## src/rtl/regfile_access_ctrl.sv

```systemverilog
// Register-file access controller: queued one-hot row writes, two-port pipelined reads
// with write-queue forwarding so reads always observe every previously accepted write.
module regfile_access_ctrl #(
    parameter int NUM_REGS = 8,
    parameter int ADDR_W   = 3,
    parameter int DATA_W   = 8,
    parameter int WQ_DEPTH = 4
) (
    input  logic                Clk,
    input  logic                Rst_N,
    input  logic                wr_valid,
    output logic                wr_ready,
    input  logic [ADDR_W-1:0]   wr_addr,
    input  logic [DATA_W-1:0]   wr_data,
    input  logic                wr_hold,
    input  logic                rd_req,
    input  logic [ADDR_W-1:0]   rd_addr_a,
    input  logic [ADDR_W-1:0]   rd_addr_b,
    output logic                rd_valid,
    output logic [DATA_W-1:0]   rd_data_a,
    output logic [DATA_W-1:0]   rd_data_b,
    output logic [NUM_REGS-1:0] WriteSelect,
    output logic [DATA_W-1:0]   WriteData,
    output logic [NUM_REGS-1:0] ReadA,
    output logic [NUM_REGS-1:0] ReadB,
    input  logic [DATA_W-1:0]   BusA,
    input  logic [DATA_W-1:0]   BusB
);

    localparam int PTR_W = $clog2(WQ_DEPTH);
    localparam int CNT_W = PTR_W + 1;

    // Out-of-range addresses decode to all-zero, which doubles as the range check.
    function automatic logic [NUM_REGS-1:0] onehot(input logic [ADDR_W-1:0] addr);
        logic [NUM_REGS-1:0] sel;
        sel = '0;
        for (int i = 0; i < NUM_REGS; i++) begin
            if (addr == ADDR_W'(i)) sel[i] = 1'b1;
        end
        return sel;
    endfunction

    logic [ADDR_W-1:0] q_addr_q [WQ_DEPTH];
    logic [DATA_W-1:0] q_data_q [WQ_DEPTH];

    logic [PTR_W-1:0]  wr_ptr_q, wr_ptr_d;
    logic [PTR_W-1:0]  rd_ptr_q, rd_ptr_d;
    logic [CNT_W-1:0]  count_q, count_d;

    logic              s1_valid_q, s1_valid_d;
    logic [ADDR_W-1:0] s1_addr_a_q, s1_addr_a_d;
    logic [ADDR_W-1:0] s1_addr_b_q, s1_addr_b_d;

    logic              rd_valid_q, rd_valid_d;
    logic [DATA_W-1:0] rd_data_a_q, rd_data_a_d;
    logic [DATA_W-1:0] rd_data_b_q, rd_data_b_d;

    logic              push;
    logic              drain;
    logic [NUM_REGS-1:0] read_en_a;
    logic [NUM_REGS-1:0] read_en_b;
    logic [PTR_W-1:0]  fwd_idx;
    logic              fwd_hit_a, fwd_hit_b;
    logic [DATA_W-1:0] fwd_data_a, fwd_data_b;
    logic [DATA_W-1:0] result_a, result_b;

    assign wr_ready = (count_q != CNT_W'(WQ_DEPTH));
    assign push     = wr_valid && wr_ready;
    // A drain during the reset cycle would corrupt cells with discarded data.
    assign drain    = Rst_N && (count_q != '0) && !wr_hold;

    assign WriteSelect = drain ? onehot(q_addr_q[rd_ptr_q]) : '0;
    assign WriteData   = drain ? q_data_q[rd_ptr_q] : '0;

    always_comb begin
        wr_ptr_d = wr_ptr_q;
        rd_ptr_d = rd_ptr_q;
        count_d  = count_q;
        if (push)  wr_ptr_d = wr_ptr_q + PTR_W'(1);
        if (drain) rd_ptr_d = rd_ptr_q + PTR_W'(1);
        case ({push, drain})
            2'b10:   count_d = count_q + CNT_W'(1);
            2'b01:   count_d = count_q - CNT_W'(1);
            default: count_d = count_q;
        endcase
    end

    always_ff @(posedge Clk) begin
        if (push) begin
            q_addr_q[wr_ptr_q] <= wr_addr;
            q_data_q[wr_ptr_q] <= wr_data;
        end
    end

    assign read_en_a = s1_valid_q ? onehot(s1_addr_a_q) : '0;
    assign read_en_b = s1_valid_q ? onehot(s1_addr_b_q) : '0;
    assign ReadA     = read_en_a;
    assign ReadB     = read_en_b;

    // Walk entries oldest to youngest so the youngest matching write wins.
    always_comb begin
        fwd_idx    = '0;
        fwd_hit_a  = 1'b0;
        fwd_hit_b  = 1'b0;
        fwd_data_a = '0;
        fwd_data_b = '0;
        for (int k = 0; k < WQ_DEPTH; k++) begin
            fwd_idx = rd_ptr_q + PTR_W'(k);
            if (CNT_W'(k) < count_q) begin
                if (q_addr_q[fwd_idx] == s1_addr_a_q) begin
                    fwd_hit_a  = 1'b1;
                    fwd_data_a = q_data_q[fwd_idx];
                end
                if (q_addr_q[fwd_idx] == s1_addr_b_q) begin
                    fwd_hit_b  = 1'b1;
                    fwd_data_b = q_data_q[fwd_idx];
                end
            end
        end
    end

    always_comb begin
        result_a = '0;
        result_b = '0;
        if (read_en_a != '0) result_a = fwd_hit_a ? fwd_data_a : BusA;
        if (read_en_b != '0) result_b = fwd_hit_b ? fwd_data_b : BusB;
    end

    always_comb begin
        s1_valid_d  = rd_req;
        s1_addr_a_d = rd_req ? rd_addr_a : s1_addr_a_q;
        s1_addr_b_d = rd_req ? rd_addr_b : s1_addr_b_q;
        rd_valid_d  = s1_valid_q;
        rd_data_a_d = s1_valid_q ? result_a : rd_data_a_q;
        rd_data_b_d = s1_valid_q ? result_b : rd_data_b_q;
    end

    always_ff @(posedge Clk) begin
        if (!Rst_N) begin
            wr_ptr_q    <= '0;
            rd_ptr_q    <= '0;
            count_q     <= '0;
            s1_valid_q  <= 1'b0;
            s1_addr_a_q <= '0;
            s1_addr_b_q <= '0;
            rd_valid_q  <= 1'b0;
            rd_data_a_q <= '0;
            rd_data_b_q <= '0;
        end else begin
            wr_ptr_q    <= wr_ptr_d;
            rd_ptr_q    <= rd_ptr_d;
            count_q     <= count_d;
            s1_valid_q  <= s1_valid_d;
            s1_addr_a_q <= s1_addr_a_d;
            s1_addr_b_q <= s1_addr_b_d;
            rd_valid_q  <= rd_valid_d;
            rd_data_a_q <= rd_data_a_d;
            rd_data_b_q <= rd_data_b_d;
        end
    end

    assign rd_valid  = rd_valid_q;
    assign rd_data_a = rd_data_a_q;
    assign rd_data_b = rd_data_b_q;

endmodule

```

## config.mk

```make
export PLATFORM = sky130hd
export DESIGN_NAME = regfile_access_ctrl
export DESIGN_NICKNAME = d
export VERILOG_FILES = /design/src/rtl/regfile_access_ctrl.sv
export SDC_FILE = /design/constraint.sdc
export NUM_CORES = 1
export LEC_CHECK = 0
export ABC_AREA = 1
export ABC_CLOCK_PERIOD_IN_PS = 3500
export CAP_MARGIN = 25
export CORE_UTILIZATION = 55
export DETAILED_ROUTE_END_ITERATION = 8
export PLACE_DENSITY_LB_ADDON = 0.1
export SLEW_MARGIN = 5
export SYNTH_ARGS = -nofsm -noshare
export SYNTH_HDL_FRONTEND = slang
export SYNTH_SLANG_ARGS = --single-unit
```

## constraint.sdc

```tcl
create_clock -name Clk -period 3.5 [get_ports Clk]
set_input_delay 0.525 -clock Clk [delete_from_list [all_inputs] [get_ports Clk]]
set_output_delay 0.525 -clock Clk [all_outputs]
set_load 0.005 [all_outputs]
```

==> out/summary.txt, run 1 <==
Clock Power Share - 23.0%
met3 routed WL - 1200 um
gp weighted congestion - 0.890
I/O pin total - 88
CP Data Arrival Time - 2.60 ns
Die X - 106 um
CP endpoint kind - output pin
drt wl/cell - 14.5 um
design area - 7170 sq um
Post-synth top cells - nand2_1 (289), inv_1 (125), nor2_1 (90)
Startpoint Class - flop
Skew-Pair Late Insertion Delay - 0.38 ns
first-pass GRT wire length - 26,400 um
post-synthesis cell area - 5960 sq um
sequential area share after synthesis - 33.2%
clock buffer count from CTS - 9
Reg area - 1980 sq um
Cells after Synth - 892
CTS Sinks - 77
Hold Crit Class - flop to flop
H-tree depth - 3
met1 WL - 7670 um
Syn Area/Cell - 6.69 sq um
Iter 0 DRT Violations - 462
Worst Path Max Fanout - 10
EDFF count, synth - 44
RSZ-0062 raised after global routing - no
synthesized net count - 939
fraction of layout cells with a size suffix above 1 - 10.9%
post-synthesis sequential element count - 77
synth unique cells - 33
part of the power in registers - 30.0%
drt pass-1 iters - 5
Rows - 37
Leak - 3.35 nW
Clk pin slew, worst setup/hold paths - 0.10 ns
relative slew slack - 60.4%
Synth top area share - 22.2%
area growth from synthesis to layout - 20.3%
gr usage total - 30.0%
max-slew violations - 0
# DRC - 0
Cell Area, Placed - 6900 sq um
CTS tree - yes
max_cap viols - 0
fin crit period - 3.13 ns
Via Count - 5,905
Setup Fix Bufs, Post-CTS - 0
largest cells by area after synthesis - edfxtp_1 (22%), nand2_1 (18%), dfxtp_1 (11%), inv_1 (7.9%), nand3_1 (7.3%)
r2r setup slk - 0.74 ns
Psw - 1.61 mW
Syn. warnings - 0
Core ar. - 10,400 sq um
period utilization - 89.3%
commonest register cell after synthesis - edfxtp_1
DR WL met2 - 7130 um
PortBufs - 87
Top Metal Used - met4
vias in the first global route - 5,497
CTS Hold Buffers Added - 0
Resized Gates After CTS - 0
CTS max path bufs - 2
WL final - 16,100 um
maximum vdd ir drop - 330 uV
initial antenna violation count - 0
fillers - 906
dpl cells - 1,097
pre-CTS setup slack - 0.501 ns
die span in y - 106 um
Yosys top cell by area - edfxtp_1
setup ws final - 0.375 ns
FMAX - 0.320 GHz
Root Driver - clkbuf_8
Critical Path RT - 2.97 ns
switching share of power - 43.4%
final hold viol count - 0
Setup Viol. Count Final - 0
largest net degree at the start of global routing - 40
Vias/cell - 5.30
Final nets - 1,020
Total Die Area - 11,300 sq um
Power Internal - 2.10 mW
footprint of the multi-input gates - 3290 sq um
status - completed
Initial Utilization - 57.3%
Worst Skew - 0.0198 ns
slew of the pin with the lowest slew margin - 0.591 ns
ant diodes - 0
setup TNS - 0 ns
async set-reset flop share out of synthesis - 0%
HPWL Detailed - 12,400 um
global route overflow - 0
PwrDens - 516 nW/um^2
Setup CP Type - flop to output pin
Antenna Nets Post-Route - 0
Logic pwr share - 47.0%
Layout Cells excl Fill - 1,114
cell with the most instances after synthesis - nand2_1
## placed cells by master (no fill, tap or decap)
cell / n
inv_6: 2
inv_8: 1
inv_4: 1
nand3_2: 3
nand2_4: 15
a32o_1: 8
o221ai_1: 7
o21ai_1: 3
inv_1: 125
bufinv_16: 3
nor3_1: 1
clkinv_1: 3
nand2_1: 289
inv_2: 4
ha_1: 9
edfxtp_1: 44
clkdlybuf4s50_1: 87
o22ai_1: 2
xor2_1: 2
buf_4: 11
a21boi_2: 1
a22oi_1: 7
nor2_1: 90
a21oi_1: 27
nand2_2: 19
nor2_8: 5
clkinv_4: 1
clkbuf_8: 9
dfxtp_1: 33
nor2_2: 3
nand3_1: 87
buf_16: 1
nor2_4: 4
o21ai_0: 47
a21oi_2: 24
## power by group through the flow
stage,Clock (mW),Sequential (mW),Combinational (mW)
after floorplan,0,1.10,1.32
after CTS,0.859,1.11,1.71
after detailed placement,0,1.13,1.71
final,0.852,1.11,1.74
after global placement,0,1.13,1.66
after global routing,0.887,1.12,1.95
## per-stage QoR
step           hold WS, ns  util [%]  power [mW]
5_1_grt              0.505      68.9        3.95
3_3_place_gp         0.452      66.3        2.79
4_1_cts              0.474      68.6        3.68
6_report             0.476      68.9        3.70
3_5_place_dp         0.461      66.3        2.83
2_1_floorplan        0.458         -        2.42
## layer usage
layer | up-vias | GRT usage [%]
li1 | 2995 | -
met1 | 2646 | 42.0
met2 | 254 | 47.6
met3 | 10 | 5.33
met4 | 0 | 7.84
met5 | - | 0
## path summary, 6_finish.rpt
kind	from	to	cells after the start
min reg2reg	rd_data_a[7]$_SDFFE_PN0P_	rd_data_a[7]$_SDFFE_PN0P_	2
max reg2reg	rd_ptr_q[0]$_SDFFE_PN0P_	rd_data_a[2]$_SDFFE_PN0P_	14
max	count_q[0]$_SDFFE_PN0P_	WriteData[5]	9
min	rd_data_a[7]$_SDFFE_PN0P_	rd_data_a[7]$_SDFFE_PN0P_	2
## layout make-up
type | instances | share of cell area (%)
Multi-Input combinational cell | 653 | 45.8
Sequential cell | 77 | 27.6
Inverter | 133 | 7.10
Timing Repair Buffer | 99 | 13.7
Tap cell | 136 | 2.37
Clock inverter | 7 | 1.67
Clock buffer | 9 | 1.73
## sequential cells by signal, summed over array words and instances, names as in the netlist, named ones only
name,cells
count_q,3
q_addr_q,12
q_data_q,32
rd_data_a,8
rd_data_b,8
rd_ptr_q,2
rd_valid,1
rd_valid_d,1
s1_addr_a_q,3
s1_addr_b_q,3
wr_ptr_q,2
## worst max-delay path: stages, from the launching register on
cell and delay (ns):
dfxtp_1 0.41, inv_1 0.11, ha_1 0.22, inv_1 0.07
nor2_1 0.06, nor3_1 0.16, buf_4 0.18, clkinv_1 0.29
nor2_1 0.21, clkdlybuf4s50_1 0.52
## cells by family (layout without fill, tap and decap cells)
group | Yosys count | in the layout | share of synthesized area (%)
buffers and inverters | 162 | 248 | 11.6
xor gates and xnor gates | 2 | 2 | 0.294
AOI/OAI and AO/OA | 126 | 126 | 13.6
DFF | 77 | 77 | 33.2
adders and majority gates | 9 | 9 | 1.89
and+or+nand+nor | 516 | 516 | 39.3
Power figures use the tool's default switching activity.
==> run 2: changes to the inputs <==
--- a/config.mk
+++ b/config.mk
@@ -10,6 +10,7 @@
 export CAP_MARGIN = 25
 export CORE_UTILIZATION = 55
 export DETAILED_ROUTE_END_ITERATION = 8
+export GPL_ROUTABILITY_DRIVEN = 0
 export PLACE_DENSITY_LB_ADDON = 0.1
 export SLEW_MARGIN = 5
 export SYNTH_ARGS = -nofsm -noshare
==> out/summary.txt, run 2 (synthesis gave the netlist of run 1 again) <==
status - completed
WL final - 15,700 um (-2.6%)
footprint of the multi-input gates - 3290 sq um (unchanged)
r2r setup slk - 0.62 ns (-0.12 ns)
maximum vdd ir drop - 347 uV (+5.1%)
Critical Path RT - 2.97 ns (about the same)
# DRC - 0 (unchanged)
final hold viol count - 0 (unchanged)
Die X - 106 um (unchanged)
fin crit period - 3.13 ns (+0.00332 ns)
Startpoint Class - flop
dpl cells - 1,096 (-0.091%)
fillers - 945 (+4.3%)
ant diodes - 0 (unchanged)
area growth from synthesis to layout - 19.4%
Tot Pwr - 3.54 mW (-4.5%)
slew of the pin with the lowest slew margin - 0.693 ns (+0.101 ns)
I/O pin total - 88 (unchanged)
CTS Sinks - 77 (unchanged)
Worst Skew - 0.0208 ns (+0.00102 ns)
HPWL Detailed - 12,000 um (-3.2%)
Vias/cell - 5.34 (+0.80%)
commonest cells after routing, fill and taps aside - nand2_1 (289), inv_1 (125), nor2_1 (90)
CP Data Arrival Time - 2.60 ns (about the same)
global route overflow - 0 (unchanged)
Final nets - 1,019 (-0.098%)
max-slew violations - 0 (unchanged)
vias in the first global route - 5,597 (+1.8%)
Total Die Area - 11,300 sq um (unchanged)
RSZ-0062 raised after global routing - no
fraction of layout cells with a size suffix above 1 - 11.0% (+0.011 points)
Hold Crit Class - flop to flop
Largest regs - q_data_q (32), q_addr_q (12)
PortBufs - 87 (unchanged)
period utilization - 89.4% (+0.095 points)
Rows - 37 (unchanged)
CTS max path bufs - 2 (unchanged)
Iter 0 DRT Violations - 624 (+35%)
gr usage total - 29.3% (-0.65 points)
Setup CP Type - flop to output pin
clock buffer count from CTS - 9 (unchanged)
H-tree depth - 3 (unchanged)
drt pass-1 iters - 5 (unchanged)
beginning of the critical path - count_q[0]$_SDFFE_PN0P_
Setup Fix Bufs, Post-CTS - 0 (unchanged)
Initial Utilization - 57.3% (unchanged)
Skew-Pair Late Insertion Delay - 0.38 ns (about the same)
Final Util - 68.4% (-0.52 points)
PwrDens - 497 nW/um^2 (-3.8%)
Reg-to-Reg Start - rd_ptr_q[0]$_SDFFE_PN0P_
Clk pin slew, worst setup/hold paths - 0.10 ns (about the same)
Reg area - 1980 sq um (unchanged)
Via Count - 5,947 (+0.71%)
max_cap viols - 0 (unchanged)
setup TNS - 0 ns (unchanged)
CP endpoint kind - output pin
register with the most flip-flops - q_data_q
drt wl/cell - 14.1 um (-2.5%)
Worst Hold Launch - rd_data_a[6]$_SDFFE_PN0P_
CTS Hold Buffers Added - 0 (unchanged)
die span in y - 106 um (unchanged)
Largest register FFs - 32 (unchanged)
Leak - 3.32 nW (-0.81%)
Worst Path Max Fanout - 10 (unchanged)
critical path capture point - WriteData[7]
initial antenna violation count - 0 (unchanged)
Resized Gates After CTS - 0 (unchanged)
largest net degree at the start of global routing - 40 (unchanged)
Setup Viol. Count Final - 0 (unchanged)
Antenna Nets Post-Route - 0 (unchanged)
FMAX - 0.320 GHz (-0.11%)
Core ar. - 10,400 sq um (unchanged)
Layout Cells excl Fill - 1,113 (-0.090%)
FF-to-FF End - rd_data_a[5]$_SDFFE_PN0P_
CTS tree - yes
relative slew slack - 53.7% (-6.7 points)
first-pass GRT wire length - 26,400 um (about the same)
Root Driver - clkbuf_8
leading cell type in the layout, fill and taps excluded - nand2_1
reg2reg path depth - 15 (+1)
==> run 2: cell count changes in the layout (fill, tap and decap cells not counted), sizes merged <==
cell | before | now
clkinvlp | 0 | 1
bufinv | 3 | 1
clkinv | 4 | 5
buf | 12 | 11
==> run 2: worst min path at each step <==
stage                                end  cells past startpoint
2_1_floorplan        rd_valid$_SDFF_PN0_                      2
3_5_place_dp   rd_data_a[6]$_SDFFE_PN0P_                      2
3_3_place_gp   rd_data_a[0]$_SDFFE_PN0P_                      2
5_1_grt        rd_data_a[6]$_SDFFE_PN0P_                      2
6_report       rd_data_a[6]$_SDFFE_PN0P_                      2
4_1_cts        rd_data_a[6]$_SDFFE_PN0P_                      2
==> run 2: through the flow <==
stage	setup slack [ns]	area (sq um)	hold WS (ns)
2_1_floorplan	1.38	5960	0.458
4_1_cts	0.381	7090	0.475
3_3_place_gp	0.557	6900	0.453
5_1_grt	0.232	7120	0.494
6_report	0.372	7120	0.474
3_5_place_dp	0.501	6900	0.460
==> run 2: worst max-delay path: stages, from the launching register on <==
cell,delay (ns)
dfxtp_1,0.42
inv_1,0.12
ha_1,0.23
inv_1,0.05
nor2_1,0.06
nor3_1,0.23
clkinv_1,0.38
nor2_1,0.22
clkdlybuf4s50_1,0.52
==> run 2: area by class of cell <==
type                       count  area share [%]
inverter                     133            7.15
tap                          136            2.39
clock inverter                 7            1.04
timing repair buffer          98            13.7
sequential                    77            27.8
multi-input combinational    653            46.2
clock buffer                   9            1.74
==> run 2: where the power goes <==
part	internal [mW]	switching [mW]	leakage, nW
sequential	1.03	0.0760	0.675
combinational	0.581	1.15	2.54
clock	0.333	0.366	0.100
total	1.95	1.59	3.32
==> run 2: metal layers <==
metal	GRT usage [%]	share of wire, %	vias up
met4	11.4	1.6	0
met1	40.2	47	2696
met2	46.3	45	241
met5	0	0	-
li1	-	-	2991
met3	4.60	6.8	19
